--- src/rtl/rom_list_scanner.sv ---
// rom_list_scanner: walks a sentinel-terminated list in a 512x8 registered ROM,
// reporting entry count, sum and maximum of the non-terminator bytes.
module rom_list_scanner #(
   parameter int ADDR_W = 9,
   parameter int DATA_W = 8,
   parameter logic [DATA_W-1:0] SENTINEL = 8'hFF
) (
   input  logic              control,
   input  logic              reset,
   input  logic              start,
   input  logic [ADDR_W-1:0] base,
   output logic [ADDR_W-1:0] rom_addr,
   output logic              rom_rd_en,
   input  logic [DATA_W-1:0] rom_data,
   output logic              busy,
   output logic              done,
   output logic [ADDR_W:0]   count,
   output logic [16:0]       sum,
   output logic [DATA_W-1:0] max,
   output logic              no_term
);
   localparam logic [ADDR_W-1:0] LAST = '1;
   typedef enum logic [1:0] {IDLE, PRIME, SCAN} state_t;
   state_t state, state_n;
   logic [ADDR_W-1:0] data_addr, data_addr_n, rom_addr_n;
   logic              rd_en_n, busy_n, done_n, no_term_n;
   logic [ADDR_W:0]   count_n;
   logic [16:0]       sum_n;
   logic [DATA_W-1:0] max_n;
   always_comb begin
      state_n = state;
      rom_addr_n = rom_addr;
      rd_en_n = rom_rd_en;
      busy_n = busy;
      done_n = 1'b0;
      count_n = count;
      sum_n = sum;
      max_n = max;
      no_term_n = no_term;
      data_addr_n = data_addr;
      case (state)
         IDLE: if (start) begin
            rom_addr_n = base;
            data_addr_n = base;
            rd_en_n = 1'b1;
            busy_n = 1'b1;
            count_n = '0;
            sum_n = '0;
            max_n = '0;
            no_term_n = 1'b0;
            state_n = PRIME;
         end
         PRIME: begin
            state_n = SCAN;
            if (rom_addr != LAST) rom_addr_n = rom_addr + 1'b1;
            else rd_en_n = 1'b0;
         end
         SCAN: if (rom_data == SENTINEL) begin
            rd_en_n = 1'b0;
            done_n = 1'b1;
            busy_n = 1'b0;
            state_n = IDLE;
         end else begin
            count_n = count + 1'b1;
            sum_n = sum + 17'(rom_data);
            max_n = (rom_data > max) ? rom_data : max;
            // the last ROM word was consumed without a terminator
            if (data_addr == LAST) begin
               no_term_n = 1'b1;
               done_n = 1'b1;
               busy_n = 1'b0;
               rd_en_n = 1'b0;
               state_n = IDLE;
            end else begin
               data_addr_n = data_addr + 1'b1;
               if (rom_addr != LAST) rom_addr_n = rom_addr + 1'b1;
               else rd_en_n = 1'b0;
            end
         end
         default: state_n = IDLE;
      endcase
   end
   always_ff @(posedge control) begin
      if (reset) begin
         state <= IDLE;
         rom_addr <= '0;
         rom_rd_en <= 1'b0;
         busy <= 1'b0;
         done <= 1'b0;
         count <= '0;
         sum <= '0;
         max <= '0;
         no_term <= 1'b0;
         data_addr <= '0;
      end else begin
         state <= state_n;
         rom_addr <= rom_addr_n;
         rom_rd_en <= rd_en_n;
         busy <= busy_n;
         done <= done_n;
         count <= count_n;
         sum <= sum_n;
         max <= max_n;
         no_term <= no_term_n;
         data_addr <= data_addr_n;
      end
   end
endmodule

--- config.mk ---
export PLATFORM = sky130hd
export DESIGN_NAME = rom_list_scanner
export DESIGN_NICKNAME = d
export VERILOG_FILES = /design/src/rtl/rom_list_scanner.sv
export SDC_FILE = /design/constraint.sdc
export NUM_CORES = 1
export LEC_CHECK = 0
export CAP_MARGIN = 20
export CORE_ASPECT_RATIO = 1.25
export CORE_MARGIN = 3
export CORE_UTILIZATION = 40
export DETAILED_ROUTE_END_ITERATION = 12
export MAX_ROUTING_LAYER = met4
export PLACE_DENSITY_LB_ADDON = 0.08
export SYNTH_ARGS = -nofsm -noshare
export SYNTH_HDL_FRONTEND = slang
export SYNTH_SLANG_ARGS = --single-unit
--- constraint.sdc ---
create_clock -name control -period 4.6 [get_ports control]
set_clock_uncertainty 0.1 [all_clocks]
set_input_delay 0.46 -clock control [delete_from_list [all_inputs] [get_ports control]]
set_output_delay 0.46 -clock control [all_outputs]
set_load 0.01 [all_outputs]
==> qor.yml, run 1 <==
run_status:
  status: "finished, final reports clean"
synth:
  yosysMostFrequentCell: "dfxtp_1"
  yosys-top-cells-area: "dfxtp_1 33%, ha_1 8.4%, a21oi_1 5.2%, nand2_1 5.0%, nor2_1 4.0%"
  yosysTopAreaCell: "dfxtp_1"
  synth_area_sq_um: 3560
  postSynth.asyncResetShare: 0
  synthCells: 430
  yosysSeqAreaShare: 0.332
  synth_top_area_frac: 0.332
  synth_commonest_cells: "59 x dfxtp_1, 47 x nand2_1, 38 x nor2_1, 37 x a21oi_1, 24 x ha_1"
  ys_types: 61
  syn-num-nets: 475
  yosysWarningCount: 0
  synth_edf_count: 0
  avgSynthCellArea_sq_um: 8.28
  ys.flop_type: "dfxtp_1"
  ys_seq_elements: 59
critical_path:
  end_kind: "flip-flop"
  critPathSlowestCell: "clkdlybuf4s50_1"
  critPathLaunchType: "input pin"
  worst_ep_required_time_ns: 4.77
  cp.arrival_ns: 2.95
  critPathKind: "input pin to flip-flop"
  crit_fanout: 10
  cpLargestDelayFamily: "simple AND/OR/NAND/NOR gates"
  cpPeakStageDelay_ns: 0.57
  reg2regPathDepth: 7
  crit_chain: "clkdlybuf4s50_1 -> ha_1 -> inv_1 -> fa_1 -> nand2b_1 -> a21oi_2 -> o32ai_2 -> or4_1 -> a21oi_1"
  crit_cells: 9
  worst-path-buf-inv: 2
cts:
  cts_buffers: 9
  clkSinkCount: 59
  cts_setup_buffers: 0
  htreeDepth: 3
  cts_tree: "yes"
  clock-root-buffer: "clkbuf_8"
  path_clk_slew_ns: 0.07
  worstSkewPairLatency_ns: 0.35
  cts.hold.buffers_added: 0
  cts-resized-gates: 0
  cts_max_path_buffers: 2
timing:
  slew_violations: 0
  fmax_mhz: 360
  holdWs_ns: 0.374
  setup_tns_ns: 0
  finalSetupViolCount: 0
  worst_slew_pin_slew_ns: 0.772
  period_minus_slack_ns: 2.78
  period_share: 0.604
  relSlewSlack: 0.485
  fin_ws_ns: 1.82
  hold_viol_final: 0
  rsz0062_at_grt: "no"
min_path:
  hp-class: "flip-flop to flip-flop"
  holdPathStages: 2
power_and_ir_drop:
  pwr-share-comb: 0.205
  switching_share: 0.289
  cellInternalPower_mw: 1.05
  p_seq_frac: 0.390
  pwr-share-clk: 0.405
  p_leak_nw: 1.60
  switchingPower_uw: 425
  p_per_area_nw_per_um2: 324
  ir_drop_mv: 0.217
die:
  io_pins: 68
  dieArea_sq_um: 10100
  die_x_microns: 90.4
  die_y_microns: 112
  core-area_sq_um: 8470
  start_util: 0.420
  rows: 37
route:
  routedWlPerCell_microns: 15.3
  wl_mm: 9.41
  vias_per_cell: 5.55
  drt-pass1-iter-count: 4
  drc: 0
  drt_iter0_markers: 128
  num_vias: 3404
  postRouteAntennaNets: 0
cells_and_area:
  area_growth_pct: 27.4
  layout-drive-gt1-share: 0.0766
  fin_util: 0.536
  n_fill_cell: 837
  instances_no_fill: 613
  antennaDiodeCount: 0
  fin_nets: 536
grt:
  gr-usage-met1: 0.227
  grt_max_degree: 38
  grt.busiest_layer: "met2"
  grt.total_usage: 0.198
  grt_first_pass_wirelength_mm: 15.7
  grt-ovfl-total: 0
  grt_pass1_vias: 3176
  antenna_found_initial: 0
  grtUsageMet2: 0.341
  use_met3: 0.0453
place:
  portBuffers: 67
  dp_hpwl_mm: 6.89
  dp.cells: 597
  post-place-ws_ns: 1.50
  gp_congestion: 0.838
flow_run:
  cap_violations: 0
==> kinds of logic (layout without fill, tap and decap cells) <==
| logic type | after synthesis | in the layout | synth area share |
|---|---|---|---|
| buffers and inverters | 38 | 104 | 0.0495 |
| muxes | 15 | 15 | 0.0457 |
| adders and majority gates | 25 | 25 | 0.0899 |
| AOI/OAI and AO/OA | 118 | 118 | 0.228 |
| xor gates and xnor gates | 8 | 8 | 0.0197 |
| DFF | 59 | 59 | 0.332 |
| and+or+nand+nor | 167 | 167 | 0.236 |
==> placed cells by master, fill, tap and decap left out, types with 3 or more instances in the layout <==
cell	Yosys	final
or4_1	4	4
a211oi_1	9	9
inv_1	17	17
xor2_1	4	4
nand3_1	19	19
o21ai_1	4	4
bufinv_16	0	3
a22oi_1	4	4
o32ai_1	4	4
nor3_1	7	7
or3_1	5	5
nand4_1	13	13
nor2b_1	6	6
nor3_2	3	3
a31oi_1	3	3
mux2i_1	14	14
o21ai_0	18	18
a21oi_1	37	37
ha_1	24	24
and3_1	3	3
nand2b_1	3	3
or2_2	4	4
nor4_1	3	3
o211ai_1	4	4
clkdlybuf4s50_1	0	67
nor2_1	38	38
xnor2_1	4	4
a21o_1	4	4
dfxtp_1	59	59
o21a_1	4	4
and4_1	6	6
nand2_1	47	47
clkbuf_8	0	10
==> stage by stage <==
stage	total power [mW]	cell area, sq um
floorplan	0.788	3560
global placement	0.883	4290
detailed placement	0.887	4290
CTS	1.49	4540
global route	1.55	4540
finish	1.47	4540
==> power by group through the flow <==
stage | clock network [mW] | logic [mW] | registers (mW)
after floorplan | 0 | 0.201 | 0.586
after global placement | 0 | 0.299 | 0.585
after detailed placement | 0 | 0.302 | 0.585
after CTS | 0.614 | 0.304 | 0.573
after global routing | 0.633 | 0.336 | 0.578
final | 0.596 | 0.302 | 0.573
==> final cells by class <==
type | instances | area [sq um] | share of cell area
well taps | 117 | 146 | 0.0322
repair buffers | 69 | 686 | 0.151
flip-flops and latches | 59 | 1180 | 0.260
multi-input cells | 333 | 2200 | 0.486
inverters | 19 | 71.3 | 0.0157
clock buffers | 10 | 138 | 0.0303
clock inverters | 6 | 113 | 0.0248
==> state kept, by name, indices dropped and copies added (netlist names) <==
| name | cells |
|---|---|
| busy | 1 |
| count | 10 |
| data_addr | 9 |
| done | 1 |
| max | 8 |
| no_term | 1 |
| rom_addr | 9 |
| rom_rd_en | 1 |
| state | 2 |
| sum | 17 |
==> metal layers <==
layer,vias up,wire length (microns),share of wire
li1,1702,-,-
met1,1615,4160,0.44
met2,76,4720,0.50
met3,11,407,0.043
met4,0,123,0.013
met5,-,0,0
==> worst register-to-register path, cell delays in order (launching register included) <==
cell and delay [ns]:
dfxtp_1 0.33, inv_1 0.09, ha_1 0.38, mux2i_4 0.45, a31o_1 0.67, nor2_1 0.12
o41a_1 0.31, mux2i_1 0.19
==> path summary, 6_finish.rpt <==
| check | startpoint | to | slack [ns] |
|---|---|---|---|
| setup / recovery | rom_data[0] | sum[16] | 1.82 |
| hold / removal | max[1] | max[1] | 0.37 |
| setup reg to reg | state[0] | max[7] | 1.84 |
| hold reg to reg | max[1] | max[1] | 0.37 |
(Power assumes the default switching activity.)
==> inputs of run 2 (changes only) <==
- clock period: 4.6 -> 2.7 ns (I/O delays scaled with it)
==> run 2 against run 1 <==
Hold slack better by 0.0027 ns. Via count grew 2.3%. Critical path depth is 1 higher.
==> qor.yml, run 2 (same netlist as run 1, synthesis figures left out) <==
run_status:
  status: "finished, final reports clean"
critical_path:
  reg2reg_slack_ns: 0.27
  critPathSlowestCell: "dfxtp_1"
  cp-startpoint: "data_addr[0]"
  critPathKind: "flip-flop to flip-flop"
  critPathLaunchType: "flip-flop"
  reg2regPathDepth: 10
  worst-path-buf-inv: 0
  r2r_end: "data_addr[7]"
  crit_fanout: 6
  cpLargestDelayFamily: "simple AND/OR/NAND/NOR gates"
  reg2reg_from: "data_addr[0]"
  worst_ep_required_time_ns: 2.87
  crit_cells: 10
  cpPeakStageDelay_ns: 0.35
  crit_chain: "ha_1 -> nand3_1 -> nor2_1 -> and3_1 -> ha_1 -> nor2b_1 -> o21ai_0 -> nor4_1 -> a21oi_1 -> a21oi_1"
  cp.arrival_ns: 2.60
  end_kind: "flip-flop"
die:
  die_x_microns: 90.4
  io_pins: 68
  die_y_microns: 112
  rows: 37
  start_util: 0.420
  core-area_sq_um: 8470
  dieArea_sq_um: 10100
power_and_ir_drop:
  cellInternalPower_mw: 1.72
  switchingPower_uw: 735
  p_per_area_nw_per_um2: 524
  ir_drop_mv: 0.340
  pwr-share-comb: 0.226
  p_leak_nw: 1.68
  pwr-share-clk: 0.375
  p_seq_frac: 0.399
  switching_share: 0.300
cells_and_area:
  area_growth_pct: 31.2
  largest_reg_flops: 17
  largest_register: "sum"
  fin_util: 0.552
  n_fill_cell: 807
  final_common_cell: "clkdlybuf4s50_1"
  antennaDiodeCount: 0
  top_regs: "sum (17), count (10)"
  layout-drive-gt1-share: 0.113
  layout_common_cells: "67 x clkdlybuf4s50_1, 59 x dfxtp_1, 47 x nand2_1, 38 x nor2_1, 37 x a21oi_1"
  fin_nets: 555
  final_cell_area_sq_um: 4670
grt:
  grt_pass1_vias: 3265
  grt.total_usage: 0.195
  grt-ovfl-total: 0
  grt_first_pass_wirelength_mm: 15.6
  grt_max_degree: 25
  antenna_found_initial: 0
timing:
  period_minus_slack_ns: 2.43
  period_share: 0.899
  fmax_mhz: 412
  worst_slew_pin_slew_ns: 0.717
  slew_violations: 0
  finalSetupViolCount: 0
  hold_viol_final: 0
  relSlewSlack: 0.517
  rsz0062_at_grt: "no"
min_path:
  holdPathStages: 2
  min_to: "max[2]"
  hp-class: "flip-flop to flip-flop"
  hp-start: "max[2]"
cts:
  path_clk_slew_ns: 0.07
  clkSinkCount: 59
  clock-root-buffer: "clkbuf_8"
  cts.hold.buffers_added: 0
  cts_tree: "yes"
  htreeDepth: 3
  cts_buffers: 9
  cts_max_path_buffers: 2
  worstSkewPairLatency_ns: 0.34
route:
  drt_iter0_markers: 168
  routedWlPerCell_microns: 15.2
  num_vias: 3481
  drc: 0
  wl_mm: 9.61
  postRouteAntennaNets: 0
  drt-pass1-iter-count: 4
  vias_per_cell: 5.51
flow_run:
  cap_violations: 0
place:
  portBuffers: 67
  placed_cell_area_sq_um: 4440
  dp_hpwl_mm: 7.29
  gp_congestion: 0.834
[run 2: cell count changes in the layout (fill, tap and decap cells not counted), sizes merged]
cell	before	now
clkinvlp	0	2
clkinv	3	2
buf	2	21
bufinv	3	2
[run 2: worst max path at each step]
| stage | endpoint | slack, ns |
|---|---|---|
| finish | data_addr[7] | 0.27 |
| global route | data_addr[7] | 0.05 |
| CTS | rom_addr[2] | 0.25 |
| detailed placement | sum[16] | -0.05 |
| global placement | sum[16] | -0.007 |
| floorplan | sum[16] | 0.42 |
[run 2: power groups by stage]
stage,registers (mW),clock network [mW],logic (mW)
after floorplan,0.999,0,0.343
after global placement,0.996,0,0.542
after detailed placement,0.998,0,0.549
after CTS,0.979,0.940,0.552
after global routing,0.989,0.977,0.606
final,0.979,0.919,0.553
[run 2: timing repair]
action | 4_1_cts | 5_1_grt
setup endpoints to repair | 0 | 1
setup buffers | 0 | 0
resized for setup | 0 | 1
[run 2: cell type report]
| cell class | count | area [sq um] | share of cell area |
|---|---|---|---|
| Tap cell | 117 | 146 | 0.0313 |
| Multi-Input combinational cell | 333 | 2210 | 0.472 |
| Timing Repair Buffer | 88 | 841 | 0.180 |
| Inverter | 19 | 71.3 | 0.0153 |
| Clock inverter | 6 | 88.8 | 0.0190 |
| Sequential cell | 59 | 1180 | 0.253 |
| Clock buffer | 10 | 138 | 0.0294 |
[run 2: layer usage]
layer  vias up  global-route usage  wire [microns]
met3        12              0.0304             284
met4         0              0.0858             166
li1       1758                   -               -
met1      1647               0.218            4230
met5         -                   -               0
met2        64               0.342            4940
[run 2: through the flow]
stage / instances / power, mW / worst slack, ns / hold slack [ns] / setup TNS, ns
2_1_floorplan: 430 / 1.34 / 0.418 / 0.340 / 0
4_1_cts: 632 / 2.47 / 0.249 / 0.382 / 0
3_5_place_dp: 616 / 1.55 / -0.0530 / 0.373 / -0.0530
5_1_grt: 632 / 2.57 / 0.0543 / 0.407 / 0
6_report: 632 / 2.45 / 0.271 / 0.376 / 0
3_3_place_gp: 616 / 1.54 / -0.00664 / 0.361 / -0.00664
[run 2: tightest hold or removal path, stage by stage, from the launching register on]
cell     delay (ns)
dfxtp_1        0.33
nand2_1        0.06
mux2i_1        0.05
